[src/rtl/ascii_field_pkg.sv]
// ascii_field_pkg: shared constants, FSM states and power-of-ten helper for the field scheduler
package ascii_field_pkg;
  localparam int FIELD_LEN = 7;
  localparam int NUM_DIGITS = 5;
  localparam logic [6:0] ASCII_SPACE = 7'h20;
  localparam logic [6:0] ASCII_ZERO = 7'h30;
  typedef enum logic [1:0] {IDLE, CONVERT, WRITE} state_t;
  function automatic logic [15:0] pow10(input logic [2:0] k);
    return k == 3'd0 ? 16'd1 : k == 3'd1 ? 16'd10 : k == 3'd2 ? 16'd100 : k == 3'd3 ? 16'd1000 : 16'd10000;
  endfunction
endpackage

[src/rtl/ascii_field_scheduler_div10.sv]
// div10_step: combinational 16-bit divide by ten, one decimal digit per use
module div10_step (
  input  logic [15:0] din,
  output logic [15:0] quo,
  output logic [3:0]  rem
);
  assign quo = din / 16'd10;
  assign rem = 4'(din % 16'd10);
endmodule

[src/rtl/ascii_field_scheduler.sv]
// ascii_field_scheduler: round-robin shared binary-to-ASCII converter writing 7-char fields to text RAM
module ascii_field_scheduler
  import ascii_field_pkg::*;
#(
  parameter int N_REQ = 4,
  parameter int ADDR_W = 11
) (
  input  logic                    clk,
  input  logic                    reset,
  input  logic [N_REQ-1:0]        req,
  input  logic [16*N_REQ-1:0]     val_flat,
  input  logic [ADDR_W*N_REQ-1:0] base_flat,
  output logic [N_REQ-1:0]        grant,
  output logic                    busy,
  output logic                    wr_en,
  output logic [ADDR_W-1:0]       wr_addr,
  output logic [6:0]              wr_data,
  output logic                    done
);
  localparam int IW = N_REQ > 1 ? $clog2(N_REQ) : 1;
  state_t state;
  logic [2:0] cnt, nxt, k;
  logic [15:0] work, orig, quo, sel_val;
  logic [3:0] rem;
  logic [3:0] dig [NUM_DIGITS];
  logic [ADDR_W-1:0] base, sel_base;
  logic [IW-1:0] last, win;
  logic [6:0] ch;
  div10_step u_div (.din(work), .quo(quo), .rem(rem));
  // lowest rotation distance from last winner is checked last, so it wins
  always_comb begin
    win = last;
    sel_val = '0;
    sel_base = '0;
    for (int i = N_REQ; i >= 1; i--)
      if (req[IW'((int'(last) + i) % N_REQ)]) win = IW'((int'(last) + i) % N_REQ);
    for (int i = 0; i < N_REQ; i++)
      if (IW'(i) == win) begin
        sel_val = val_flat[16*i +: 16];
        sel_base = base_flat[ADDR_W*i +: ADDR_W];
      end
  end
  // offsets 1..5 carry digits 4..0, leading zeros above the ones digit are blanked
  always_comb begin
    nxt = cnt + 3'd1;
    k = (nxt >= 3'd1 && nxt <= 3'd5) ? 3'd5 - nxt : 3'd0;
    ch = (nxt >= 3'd1 && nxt <= 3'd5 && (k == 3'd0 || orig >= pow10(k))) ? ASCII_ZERO + {3'b0, dig[k]} : ASCII_SPACE;
  end
  always_ff @(posedge clk or posedge reset) begin
    if (reset) begin
      state <= IDLE;
      cnt <= '0;
      work <= '0;
      orig <= '0;
      base <= '0;
      dig <= '{default: '0};
      last <= IW'(N_REQ - 1);
      grant <= '0;
      busy <= 1'b0;
      wr_en <= 1'b0;
      wr_addr <= '0;
      wr_data <= '0;
      done <= 1'b0;
    end else begin
      grant <= '0;
      done <= 1'b0;
      if (state == IDLE) begin
        if (|req) begin
          grant <= N_REQ'(1) << win;
          busy <= 1'b1;
          work <= sel_val;
          orig <= sel_val;
          base <= sel_base;
          last <= win;
          cnt <= '0;
          state <= CONVERT;
        end
      end else if (state == CONVERT) begin
        dig[cnt] <= rem;
        work <= quo;
        cnt <= nxt;
        if (cnt == 3'(NUM_DIGITS - 1)) begin
          state <= WRITE;
          cnt <= '0;
          wr_en <= 1'b1;
          wr_addr <= base;
          wr_data <= ASCII_SPACE;
        end
      end else if (cnt == 3'(FIELD_LEN - 1)) begin
        state <= IDLE;
        wr_en <= 1'b0;
        busy <= 1'b0;
        done <= 1'b1;
      end else begin
        cnt <= nxt;
        wr_addr <= base + ADDR_W'(nxt);
        wr_data <= ch;
      end
    end
  end
endmodule

[config.mk]
export PLATFORM = sky130hd
export DESIGN_NAME = ascii_field_scheduler
export DESIGN_NICKNAME = d
export VERILOG_FILES = /design/src/rtl/ascii_field_pkg.sv /design/src/rtl/ascii_field_scheduler_div10.sv /design/src/rtl/ascii_field_scheduler.sv
export SDC_FILE = /design/constraint.sdc
export NUM_CORES = 1
export LEC_CHECK = 0
export CORE_ASPECT_RATIO = 1.75
export CORE_UTILIZATION = 35
export CTS_BUF_LIST = sky130_fd_sc_hd__clkbuf_4
export DETAILED_ROUTE_END_ITERATION = 10
export SETUP_SLACK_MARGIN = 0.3
export SLEW_MARGIN = 10
export SYNTH_ARGS = -nofsm -noshare
export SYNTH_HDL_FRONTEND = slang
export SYNTH_SLANG_ARGS = --single-unit
[constraint.sdc]
create_clock -name clk -period 6.4 [get_ports clk]
set_input_delay 1.28 -clock clk [delete_from_list [all_inputs] [get_ports clk]]
set_output_delay 1.28 -clock clk [all_outputs]
set_load 0.01 [all_outputs]
==> impl_summary.md, run 1 <==
Floorplan
The die covers 22510 µm². The x dimension of the die is 113.8 µm. The initial utilization of the core area, before any placement, comes to 35.64%. The boundary pin count is 139. The number of placement rows is 71. In this run the vertical extent of the chip is 197.7 µm. The floorplan step defined a core boundary enclosing 21500 µm².

Routing
The routed design uses 13050 µm of met2 wire. The via-per-instance ratio is 5.604. For this block, the routed nets add up to 23520 µm of wire. The post-detailed-route wirelength per cell is 18.72 µm. The number of detailed-route iterations in the first pass is 5. The number of design-rule violations left by the first detailed-router iteration is 378. The met3 wire length is 708 µm.

Summing over every cut layer, the via total after detailed routing is 7038. The DRC violation count after routing is 0. Signal routing reaches up to met4. The count of nets left with antenna violations after detail routing is 0. In the final routing, the length of wire on met1 measures 8502 µm.

Pwr
The switching power summed over all nets is 3.185 mW. In this run the static leakage power is 3.758 nW. Sequential cells account for 19.8% of the total power. For this design the ratio of total power to cell area is 654.0 nW/µm².

Overall power consumption after layout is estimated at 6.075 mW. The worst-case vdd ir drop is 0.2908 mV. The internal power of the cells is 2.890 mW. The net switching share of the total power is 52.43%.

The portion of total power attributed to the clock network is 4.9%. The combinational group share of total power is 75.3%.

Critical path
The critical path class is reg -> reg. The number of buffers and inverters on the critical path is 2. For this run, the slowest stage of the critical path takes 0.92 ns. Across all register-to-register paths, the minimum setup slack is 0.91 ns. The startpoint of the most critical register-to-register path is work[15]. Among the stages of the critical path, the cell type that occurs most often is sky130_fd_sc_hd__a2111oi_4. The endpoint kind of the worst setup timing path is a flop. STA puts the critical path data required time at 6.77 ns. At the worst endpoint, the arrival time is 5.86 ns. The critical path crosses 16 cells after its start point. The worst register-to-register path has a depth of 16.

The top fanout value on the critical path is 24. Walking the worst path, the cells encountered are inv_1 > xnor2_1 > a2111oi_4 > or2_1 > mux2_4 > o2111ai_2 > or4b_1 > o211ai_2 > or2b_1 > a211oi_2 > a2111oi_4 > buf_4 > o32ai_1 > a32o_1 > a31o_1 > mux2_2. The worst register-to-register path ends at dig[15]. The master of the slowest instance on the critical path is sky130_fd_sc_hd__dfrtp_1. The launching element type of the critical path is a flop. The cell class contributing the biggest share of worst-path delay is compound AO/OA/AOI/OAI gates.

Layout
The final standard cell utilization of the core is 43.21%. For this run, the post-layout net count is 1094. The fraction of layout instances using a drive strength above 1 is 12.77%. The register area is 2355 µm².

Compared with the post-synthesis result, the final layout area differs by 21.23%. In the layout the commonest cells are 137 x sky130_fd_sc_hd__clkdlybuf4s50_1, 136 x sky130_fd_sc_hd__nand2_1, 92 x sky130_fd_sc_hd__dfrtp_1. After filler insertion, the fill cell instance count of the layout stands at 2197. The most common cell after layout, fill and taps aside is sky130_fd_sc_hd__clkdlybuf4s50_1. The multi-input combinational cells in the finished layout cover a total of 4842 µm².

Once layout is complete, the cells apart from fillers number 1256.

Placed design
After detailed placement, the design holds a cell count of 1239. The congestion estimate from routability-driven global placement came to 0.9406. Buffers placed on the I/O ports in this run total 137.

The HPWL after detailed placement is 18150 µm.

STA
Of the available clock period, the critical path in the final layout requires 85.83%. The fmax is 0.1821 GHz. Setup repair after global routing left no endpoint under its margin. The worst clock skew is 0.02126 ns. The number of max-slew violations in the final report is 0. The number of failing hold endpoints at the final stage came to 0. The post-layout minimum cycle time is 5.493 ns. The slew at the pin with the worst max-slew slack is 1.107 ns.

Measured against its own limit, the worst slew margin works out to 26.18%. Setup violations remaining at the end of the flow were counted as 0. For the final routed database, the setup TNS stands at 0 ns.

Yosys
For this run, asynchronously set or reset flops after synthesis account for 100.0%. The leading area contributor after synthesis is sky130_fd_sc_hd__dfrtp_1. The adder-cell share of the synthesized area is 3.952%. The average instance in the mapped netlist occupies 8.910 µm². The mapped netlist covers 7662 µm². Counting every net in the synthesized netlist gives 996.

The area share of the leading cell type in the synthesized netlist is 30.05%. Counting every instance in the synthesized netlist gives 860. The main combinational cell family by area after synthesis is compound AO/OA/AOI/OAI gates. Of the post-synthesis cell area, the part taken by muxes is 11.99%. By area the synthesized netlist is led by sky130_fd_sc_hd__dfrtp_1 30%, sky130_fd_sc_hd__nand2_1 6.7%, sky130_fd_sc_hd__mux4_2 5.0%, sky130_fd_sc_hd__mux2_2 4.0%, sky130_fd_sc_hd__o21ai_0 3.5%.

In the synthesized netlist the dominant register cell turns out to be sky130_fd_sc_hd__dfrtp_1. The post-synthesis cell type count is 102. The xor and xnor fraction of the mapped netlist area is 2.956%. The Yosys step of the flow raised 0 warnings. Counting flops and latches in the post-synthesis netlist gives 94. The synthesized design contains 0 enable-type register cells.

The synthesized netlist devotes 23.55% of its cell area to compound gates. The post-synthesis share of cell area spent on and, or, nand and nor gates is 20.23%. The part of the Yosys area used for sequential elements is 30.73%.

Clocking
The clock root buffer is sky130_fd_sc_hd__clkbuf_4. TritonCTS built the clock tree. In this run the number of H-tree levels came out at 3. The clock buffer count from CTS is 9. In this run, post-CTS hold repair placed 0 buffers.

In this run the deepest clock path goes through 2 buffers. For this design, the sink count on the clock tree is 94. The post-cts repair resize count is 0.

Buffers added to address setup during post-CTS repair amount to 0. Clock-pin slew was measured on the worst setup and hold paths at 0.14 ns. For the worst-skew pair, the clock arrives at the later sink with an insertion delay of 0.49 ns.

GRT
The via count of the first global-routing pass is 7096. Global routing used 21.66% of the available tracks across all layers. Entering global routing, the biggest net connects 55 pins.

For this run the aggregate overflow at the end of global routing stands at 0. The first global-routing pass estimated 37710 µm of wire. The number of antenna violations at the first check in global routing is 1.

Hold path
The end point of the worst hold path is wr_data[5]. Counting instances, the worst hold path has a depth of 1. The min-delay analysis places its worst path in the category reg -> reg. The startpoint of the most critical hold path is wr_data[5].

Run
The number of violations of the max-capacitance limit is 0.

Run status
The flow ran to the end, and the final reports show no timing, DRC or antenna violations.
Yosys cell counts (all sizes together) (6+ instances only):
cell type,n
nor2b,6
a22o,8
nand2b,11
and3,12
mux4,17
clkbuf,31
or2,6
o21ai,62
dfrtp,92
a31oi,12
nor4,10
nor3,20
ha,21
xor2,8
o211ai,10
mux2i,16
mux2,33
o21a,6
a21oi,40
nand2,136
a22oi,24
buf,38
a21o,10
a211oi,14
inv,19
nand3,19
nor2,54
xnor2,17
a2111oi,6
worst register-to-register path, stage by stage (launching register included):
cell	delay, ns
sky130_fd_sc_hd__dfrtp_1	0.92
sky130_fd_sc_hd__inv_1	0.16
sky130_fd_sc_hd__xnor2_1	0.20
sky130_fd_sc_hd__a2111oi_4	0.45
sky130_fd_sc_hd__or2_1	0.56
sky130_fd_sc_hd__mux2_4	0.36
sky130_fd_sc_hd__o2111ai_2	0.07
sky130_fd_sc_hd__or4b_1	0.47
sky130_fd_sc_hd__o211ai_2	0.26
sky130_fd_sc_hd__or2b_1	0.20
sky130_fd_sc_hd__a211oi_2	0.08
sky130_fd_sc_hd__a2111oi_4	0.53
sky130_fd_sc_hd__buf_4	0.27
sky130_fd_sc_hd__o32ai_1	0.08
sky130_fd_sc_hd__a32o_1	0.26
sky130_fd_sc_hd__a31o_1	0.23
sky130_fd_sc_hd__mux2_2	0.27
power by group through the flow:
stage	logic, mW	registers [mW]	clock network, mW
global placement	4.54	1.21	0
finish	4.57	1.20	0.300
global route	5.07	1.24	0.330
floorplan	3.70	1.02	0
detailed placement	4.57	1.21	0
CTS	4.59	1.20	0.311
kinds of logic (layout without fill, tap and decap cells):
logic type	count (synthesis)	count (layout)
adder cells (fa/ha/maj)	24	24
XOR/XNOR	25	25
flip-flops	94	94
other	1	2
AND/OR/NAND/NOR	314	314
buffers and inverters	92	195
AO/OA/AOI/OAI	244	244
multiplexers	66	66
through the flow:
| stage | instance area [µm²] | setup WS (ns) | hold WS, ns |
|---|---|---|---|
| floorplan | 7662 | 1.612 | 0.4461 |
| finish | 9289 | 0.9071 | 0.4876 |
| CTS | 9286 | 0.9307 | 0.4947 |
| detailed placement | 9165 | 0.9584 | 0.4592 |
| global route | 9289 | 0.4170 | 0.5041 |
| global placement | 9165 | 1.034 | 0.4551 |
state kept, by name, summed over array words and instances, names as in the netlist:
name and flops:
done 1, wr_en 1, last 2, base 11
wr_data 6, orig 16, work 16, grant 4
dig 20, busy 1, cnt 3, wr_addr 11
state 2
metal layers:
layer  vias up  GRT usage, %
met3        70         2.357
met1      3390         22.12
li1       3380             -
met4         0         12.51
met2       198         41.80
met5         -             0
worst max-delay path by stage:
stage	from	to	slack [ns]
2_1_floorplan	cnt[0]	wr_data[0]	1.61
3_3_place_gp	work[15]	dig[7]	1.03
3_5_place_dp	work[15]	dig[19]	0.96
4_1_cts	work[15]	dig[11]	0.93
5_1_grt	work[15]	dig[5]	0.42
6_report	work[15]	dig[15]	0.91
final cells by class:
| type | count | area share (%) |
|---|---|---|
| diodes | 1 | 0.02694 |
| clock buffers | 10 | 0.8082 |
| clock inverters | 6 | 0.4984 |
| inverters | 23 | 0.9564 |
| multi-input cells | 674 | 52.13 |
| flip-flops and latches | 94 | 25.35 |
| well taps | 292 | 3.933 |
| repair buffers | 156 | 16.30 |
Note: power is estimated with default switching activity, not from simulation.
==> inputs of run 2 (changes only) <==
--- a/config.mk
+++ b/config.mk
@@ -9,6 +9,7 @@
 export CORE_UTILIZATION = 35
 export CTS_BUF_LIST = sky130_fd_sc_hd__clkbuf_4
 export DETAILED_ROUTE_END_ITERATION = 10
+export RECOVER_POWER = 25
 export SETUP_SLACK_MARGIN = 0.3
 export SLEW_MARGIN = 10
 export SYNTH_ARGS = -nofsm -noshare
==> impl_summary.md, run 2 (same netlist as run 1, synthesis figures left out) <==
Critical path
STA puts the critical path data required time at 6.77 ns. The worst setup path is launched from a flop. STA classifies the critical path endpoint as a flop. Tracing the worst setup path back leads to its startpoint at work[15]. The slowest stage of the critical path is the sky130_fd_sc_hd__dfrtp_1 cell. On the worst path, the slowest cell contributes a delay of 0.92 ns. Walking the worst path, the cells encountered are inv_1 > xnor2_1 > a2111oi_4 > or2_1 > mux2_4 > o2111ai_2 > or4b_1 > o211ai_2 > or2b_1 > a211oi_2 > a2111oi_4 > buf_4 > o32ai_1 > a32o_1 > a31o_1 > mux2_2.

In this run the worst path has a maximum fanout of 24. The startpoint identified for the worst register-to-register timing path is work[15]. The critical path class is reg -> reg.

The data arrival time of the critical path is 5.86 ns. The cell with the most instances on the worst path is sky130_fd_sc_hd__a2111oi_4.

Clocking
The number of setup buffers added after CTS is 0. The clock latency reported for the late side of the worst-skew pair is 0.49 ns. The CTS H-tree depth is 3. Clock tree synthesis selected as its root buffer the cell sky130_fd_sc_hd__clkbuf_4. The clock buffer count from CTS is 9. The number of hold buffers added after CTS was 0. The post-cts repair resize count is 0.

Counting every sink on the clock net gives 94. In this run the deepest clock path goes through 2 buffers. TritonCTS built the clock tree. Clock-pin slew was measured on the worst setup and hold paths at 0.14 ns.

Floorplan
Measured along the x axis, the die boundary spans 113.8 µm. The effective utilization at floorplan is 35.64%. The number of placement rows is 71. The overall die height is 197.7 µm.

The die area is 22510 µm². The core area is 21500 µm². Pin placement for this block handled 139 I/O pins.

STA
Setup repair after global routing left no endpoint under its margin. The number of failing hold endpoints at the final stage is 0. The hold slack is 0.4876 ns. Setup slack closes at 0.9081 ns. The relative slew slack is -59.88%. For the pin with the worst max-slew slack, the measured transition is 2.385 ns.

The ratio of final minimum period to clock period is 85.81%. Derived from the worst setup path, the maximum achievable clock frequency is 0.1821 GHz. The sum of negative setup slack is 0 ns. The number of max-slew violations in the final report came to 55. The post-layout minimum cycle time is 5.492 ns. The final setup violation count is 0. Between clock sinks in the finished design, the worst skew comes to 0.02127 ns.

GRT
Summed over all layers, the global routing overflow is 0. The number of antenna violations at the first check in global routing came to 1. The first global-routing pass estimated 37710 µm of wire. The largest net degree at the start of global routing is 55. Global routing used 21.66% of the available tracks.

The via count of the first global-routing pass is 7096.

Layout
In the final layout, the registers with the most flip-flops are dig: 20 flops, orig: 16 flops, work: 16 flops. dig holds more flip-flops than any other register. The area growth from synthesis to layout is 21.21%. The final net count is 1094. The top cell types in the final layout, fill and taps aside, are 136 x sky130_fd_sc_hd__nand2_1, 136 x sky130_fd_sc_hd__clkdlybuf4s50_1, 92 x sky130_fd_sc_hd__dfrtp_1.

The number of standard cells in the layout, taps in and fillers out is 1256. The fill cell total of the finished layout is 2198. The register with the most flip-flops in the layout has 20 of them. In the final layout, the share of cells above drive strength 1 is 12.77%. Once layout is complete, the utilization of the core stands at 43.20%.

Routing
The via-per-instance ratio is 5.596. The total number of vias is 7028. The first routing iteration left 378 violations. In the routed design, unresolved DRC markers number 0.

The count of nets left with antenna violations after detail routing is 0. For this block, the routed nets add up to 23510 µm of wire. The number of detailed-route iterations in the first pass is 5. After detailed routing, the average wire length per cell comes to 18.71 µm.

Run status
The flow ran to the end, but the final reports show violations. The checks that failed: max-capacitance violations, max-slew violations.

Pwr
The leakage dissipation is 3.754 nW. The worst-case vdd ir drop is 0.2908 mV. The power density of the placed cells is 654.1 nW/µm².

Placed design
OpenSTA, run right after detailed placement, puts the worst setup slack at 0.9584 ns. The number of placed instances, taps included, is 1239. In this run the tool buffered the top-level ports with 137 buffer cells. At the end of routability-driven placement, the weighted congestion stood at 0.9406. The half-perimeter wire length of the detailed placement result is 18150 µm.

Hold path
In this run the worst hold path is classified as reg -> reg. The startpoint of the most critical hold path is wr_data[5].

Run
The number of violations of the max-capacitance limit is 1.
run 2: cell types whose count changed in the layout (fill, tap and decap cells not counted):
| cell | delta |
|---|---|
| sky130_fd_sc_hd__clkdlybuf4s50_1 | -1 |
| sky130_fd_sc_hd__clkinvlp_2 | +1 |
| sky130_fd_sc_hd__dlygate4sd3_1 | +1 |
| sky130_fd_sc_hd__inv_4 | -1 |
run 2: path summary, 6_finish.rpt:
| check | to | slack (ns) | cells after the start |
|---|---|---|---|
| max in group asynchronous | wr_data[3] | 3.12 | 3 |
| worst min-delay path | wr_data[5] | 0.49 | 1 |
| worst max register to register | dig[15] | 0.91 | 16 |
| worst min register to register | wr_data[5] | 0.49 | 1 |
| worst max-delay path | dig[15] | 0.91 | 16 |
| min in group asynchronous | grant[2] | 1.87 | 2 |
run 2: power breakdown:
part | switching [mW] | internal [mW]
clock network | 0.214 | 0.0860
logic | 2.62 | 1.96
registers | 0.354 | 0.847
total | 3.18 | 2.89
run 2: final cells by class:
class	instances	area, µm²	share of cell area [%]
Clock inverter	6	46.29	0.4985
Inverter	23	87.58	0.9430
Timing Repair Buffer	156	1514	16.30
Tap cell	292	365.4	3.934
Sequential cell	94	2355	25.35
Antenna cell	1	2.502	0.02694
Clock buffer	10	75.07	0.8083
Multi-Input combinational cell	674	4842	52.14
run 2: layer usage:
layer	GRT usage (%)	wire length, µm	up-vias	part of all wire, %
li1	-	-	3381	-
met1	22.12	8483	3377	36
met2	41.80	13050	200	56
met3	2.357	719	70	3.1
met4	12.51	1255	0	5.3
met5	0	0	-	0
run 2: critical path, delay by kind of cell, from the launching register on:
family / cells / cell delay, ns
AOI/OAI and AO/OA: 8 / 1.96
buffers and inverters: 2 / 0.43
and+or+nand+nor: 3 / 1.23
DFF: 1 / 0.92
xor gates and xnor gates: 1 / 0.20
muxes: 2 / 0.63
run 2: metrics by stage:
stage / power [mW] / instance area (µm²)
2_1_floorplan: 4.713 / 7662
3_3_place_gp: 5.754 / 9165
3_5_place_dp: 5.777 / 9165
4_1_cts: 6.096 / 9286
5_1_grt: 6.642 / 9288
6_report: 6.075 / 9288
==> inputs of run 3 (changes only) <==
--- a/config.mk
+++ b/config.mk
@@ -5,12 +5,15 @@
 export SDC_FILE = /design/constraint.sdc
 export NUM_CORES = 1
 export LEC_CHECK = 0
+export ABC_AREA = 1
 export CORE_ASPECT_RATIO = 1.75
-export CORE_UTILIZATION = 35
+export CORE_UTILIZATION = 50
 export CTS_BUF_LIST = sky130_fd_sc_hd__clkbuf_4
 export DETAILED_ROUTE_END_ITERATION = 10
+export PLACE_DENSITY = 0.79
 export RECOVER_POWER = 25
 export SETUP_SLACK_MARGIN = 0.3
+export SKIP_LAST_GASP = 1
 export SLEW_MARGIN = 10
 export SYNTH_ARGS = -nofsm -noshare
 export SYNTH_HDL_FRONTEND = slang
==> impl_summary.md, run 3 <==
Floorplan
The floorplan step set the die height to 151.9 µm. The floorplan step defined a die boundary enclosing 13320 µm². In this run the count of I/O pins placed on the die edge is 139.

The x dimension of the die is 87.68 µm. In this run the standard cell core region covers 12500 µm². In this run the core area contains 54 standard-cell rows. The effective utilization at floorplan is 51.39%.

Layout
In the final design database the tool counted 1171 nets. The register area is 2355 µm². The largest registers in the layout are dig: 20 flops, orig: 16 flops, work: 16 flops. dig holds more flip-flops than any other register. The area growth from synthesis to layout is 26.00%. The fraction of layout instances using a drive strength above 1 is 9.519%. After the flow finishes, the layout carries non-filler instances totaling 1209.

The library cells used most frequently in the layout, excluding fill and tap cells, are 291 x sky130_fd_sc_hd__nand2_1, 136 x sky130_fd_sc_hd__clkdlybuf4s50_1, 92 x sky130_fd_sc_hd__dfrtp_1. The fill cell total of the finished layout is 1160. The register with the most flip-flops in the layout has 20 of them. The area occupied by multi-input gates is 3608 µm². The library cell used most frequently in the layout, excluding fill and tap cells, is sky130_fd_sc_hd__nand2_1.

Yosys
A synthesized cell averages 7.082 µm². Counting distinct cell types in the post-synthesis netlist gives 41. After synthesis, the largest area contributor takes up 35.84% of total cell area. The post-synthesis register bit count is 94. By count the netlist is led by 291 x sky130_fd_sc_hd__nand2_1, 92 x sky130_fd_sc_hd__dfrtp_1, 80 x sky130_fd_sc_hd__inv_1. Counting flops with a built-in enable in the synthesized netlist gives 0. By instance count, the leading cell after synthesis is sky130_fd_sc_hd__nand2_1. The fraction of synthesis flops using an asynchronous set or reset pin is 100.0%. For this run, the register share of the synthesized area comes to 36.66%. The synthesized netlist net count is 1043. Sorting the synthesized cells by area gives the leading types as sky130_fd_sc_hd__dfrtp_1 36%, sky130_fd_sc_hd__nand2_1 17%, sky130_fd_sc_hd__nand3_1 6.1%, sky130_fd_sc_hd__inv_1 4.7%, sky130_fd_sc_hd__o21ai_0 4.5%.

The post-synthesis instance total is 907. The main flop type after synthesis is sky130_fd_sc_hd__dfrtp_1. The cell area that synthesis handed to floorplanning was 6424 µm².

The number of warnings issued by yosys is 0. The leading area contributor after synthesis is sky130_fd_sc_hd__dfrtp_1.

Critical path
The worst setup path is of the reg -> reg kind. STA puts the critical path data required time at 6.80 ns. Of all nets on the critical path, the largest fanout is 13. Among all stages on the critical path, the largest delay is contributed by sky130_fd_sc_hd__dfrtp_1. In this design, the stage delay of the slowest critical-path cell is 0.58 ns.

STA puts the critical path data arrival time at 5.68 ns. The worst setup path is captured at a flop. STA classifies the critical path startpoint as a flop.

Clocking
The post-cts repair resize count is 0. Counting the buffers created by CTS gives 9. The hold buffer count at cts is 0. The clock sink total is 94. The register clock-pin slew on the reported worst setup and hold paths is 0.17 ns. Once the clock tree was built, the setup fixing pass inserted 0 buffers. The clock tree from TritonCTS is yes. The clock root buffer is sky130_fd_sc_hd__clkbuf_4.

No sink is reached through more buffers than the 2 on the longest clock path. At the later pin of the worst-skew pair, clock insertion delay measures 0.48 ns. The CTS H-tree depth is 3.

STA
For the pin with the worst max-slew slack, the measured transition is 3.017 ns. The sum of negative setup slack is 0 ns. The fmax is 0.1893 GHz. The number of max-slew violations in the final report is 97. Of the available clock period, the critical path in the final layout requires 82.52%. The relative slew slack is -101.1%. The number of failing hold endpoints at the final stage is 0. Setup violations remaining at the end of the flow were counted as 0. The routed design could run at a clock period as short as 5.281 ns. The clock arrives with 0.02551 ns of skew.

Setup repair after global routing left no endpoint under its margin. The post-layout worst setup margin is 1.119 ns.

Routing
The count of nets left with antenna violations after detail routing is 0. In the final routed layout, each cell accounts on average for 14.61 µm. The number of design-rule violations left by the first detailed-router iteration is 291. After detailed routing, the number of remaining DRC violations is 0. Across all layers, the routed design uses 6492 vias. The number of detailed-route iterations in the first pass is 6.

The final wirelength is 17660 µm. In the routed layout, each cell is associated on average with a via count of 5.370.

Hold path
The tightest min-delay check is of the reg -> reg type.

GRT
The first global-routing pass estimated 30000 µm of wire. The via count of the first global-routing pass is 6477. Entering global routing, the biggest net connects 57 pins. The number of antenna violations at the first check in global routing is 1. Global routing finished with a remaining overflow of 0.

Global routing used 28.58% of the available tracks.

Placed design
Buffers placed on the I/O ports in this run total 137. At the end of routability-driven placement, the weighted congestion stood at 0.9334. The half-perimeter wire length of the detailed placement result is 13890 µm. Counting tap cells, the placed design contains a total of 1192 instances. At the placement stage, the worst setup path has a slack of 1.219 ns.

Run status
The run finished, with violations left. The checks that failed: max-capacitance violations, max-slew violations.

Run
The number of violations of the max-capacitance limit is 2.
-- run 3: cell count changes in the layout (fill, tap and decap cells not counted), moves of 17 or more --
cell	before	now
sky130_fd_sc_hd__nand3_1	19	78
sky130_fd_sc_hd__inv_1	18	79
sky130_fd_sc_hd__a22oi_1	23	0
sky130_fd_sc_hd__mux4_2	17	0
sky130_fd_sc_hd__nand2_1	136	291
sky130_fd_sc_hd__mux2_2	27	0
sky130_fd_sc_hd__nand2_2	0	34
-- run 3: area by class of cell --
class,instances,area share [%]
multi-input combinational,690,44.58
sequential,94,29.09
timing repair buffer,147,17.78
inverter,93,4.328
tap,168,2.597
clock buffer,9,0.8348
clock inverter,7,0.7575
antenna,1,0.03092
-- run 3: through the flow --
| stage | area (µm²) | hold slack [ns] | utilization (%) |
|---|---|---|---|
| finish | 8094 | 0.4879 | 64.75 |
| global route | 8094 | 0.5024 | 64.75 |
| CTS | 8095 | 0.4885 | 64.76 |
| detailed placement | 7966 | 0.4504 | 63.73 |
| global placement | 7966 | 0.4506 | 63.73 |
| floorplan | 6424 | 0.4489 | - |
-- run 3: path summary, 6_finish.rpt --
path / startpoint / end / slack [ns] / cells after the start
min in group asynchronous: reset / work[2] / 1.62 / 2
hold / removal: wr_data[5] / wr_data[5] / 0.49 / 1
setup / recovery: cnt[0] / wr_data[2] / 1.12 / 25
hold reg to reg: wr_data[5] / wr_data[5] / 0.49 / 1
setup reg to reg: cnt[0] / wr_data[2] / 1.12 / 25
max in group asynchronous: reset / base[2] / 1.31 / 3
-- run 3: worst max-delay path, delay by kind of cell, from the launching register on --
kind | cells | cell delay, ns
buffers and inverters | 4 | 0.79
AO/OA/AOI/OAI | 10 | 1.80
AND/OR/NAND/NOR | 8 | 1.19
flip-flops | 1 | 0.58
adder cells (fa/ha/maj) | 3 | 0.86
-- run 3: layer usage --
metal  track usage (%)  part of all wire (%)  vias to the layer above
met3             3.313                   3.4                       53
li1                  -                     -                     3270
met2             50.37                    53                      180
met5                 0                     0                        -
met1             33.17                    39                     2989
met4             14.60                   4.6                        0
-- run 3: cells by family (layout without fill, tap and decap cells) --
family	Yosys count	after routing	share of synthesized area (%)
muxes	1	1	0.1558
DFF	94	94	36.66
AOI/OAI and AO/OA	153	153	14.65
other	1	2	0.05838
adders and majority gates	22	22	4.402
and+or+nand+nor	506	506	35.88
buffers and inverters	123	256	7.246
xor gates and xnor gates	7	7	0.9544
Power of run 3 is left out: the tool's default activity adds up to more than one toggle a clock period on the data nets, which glitch-free logic cannot reach.
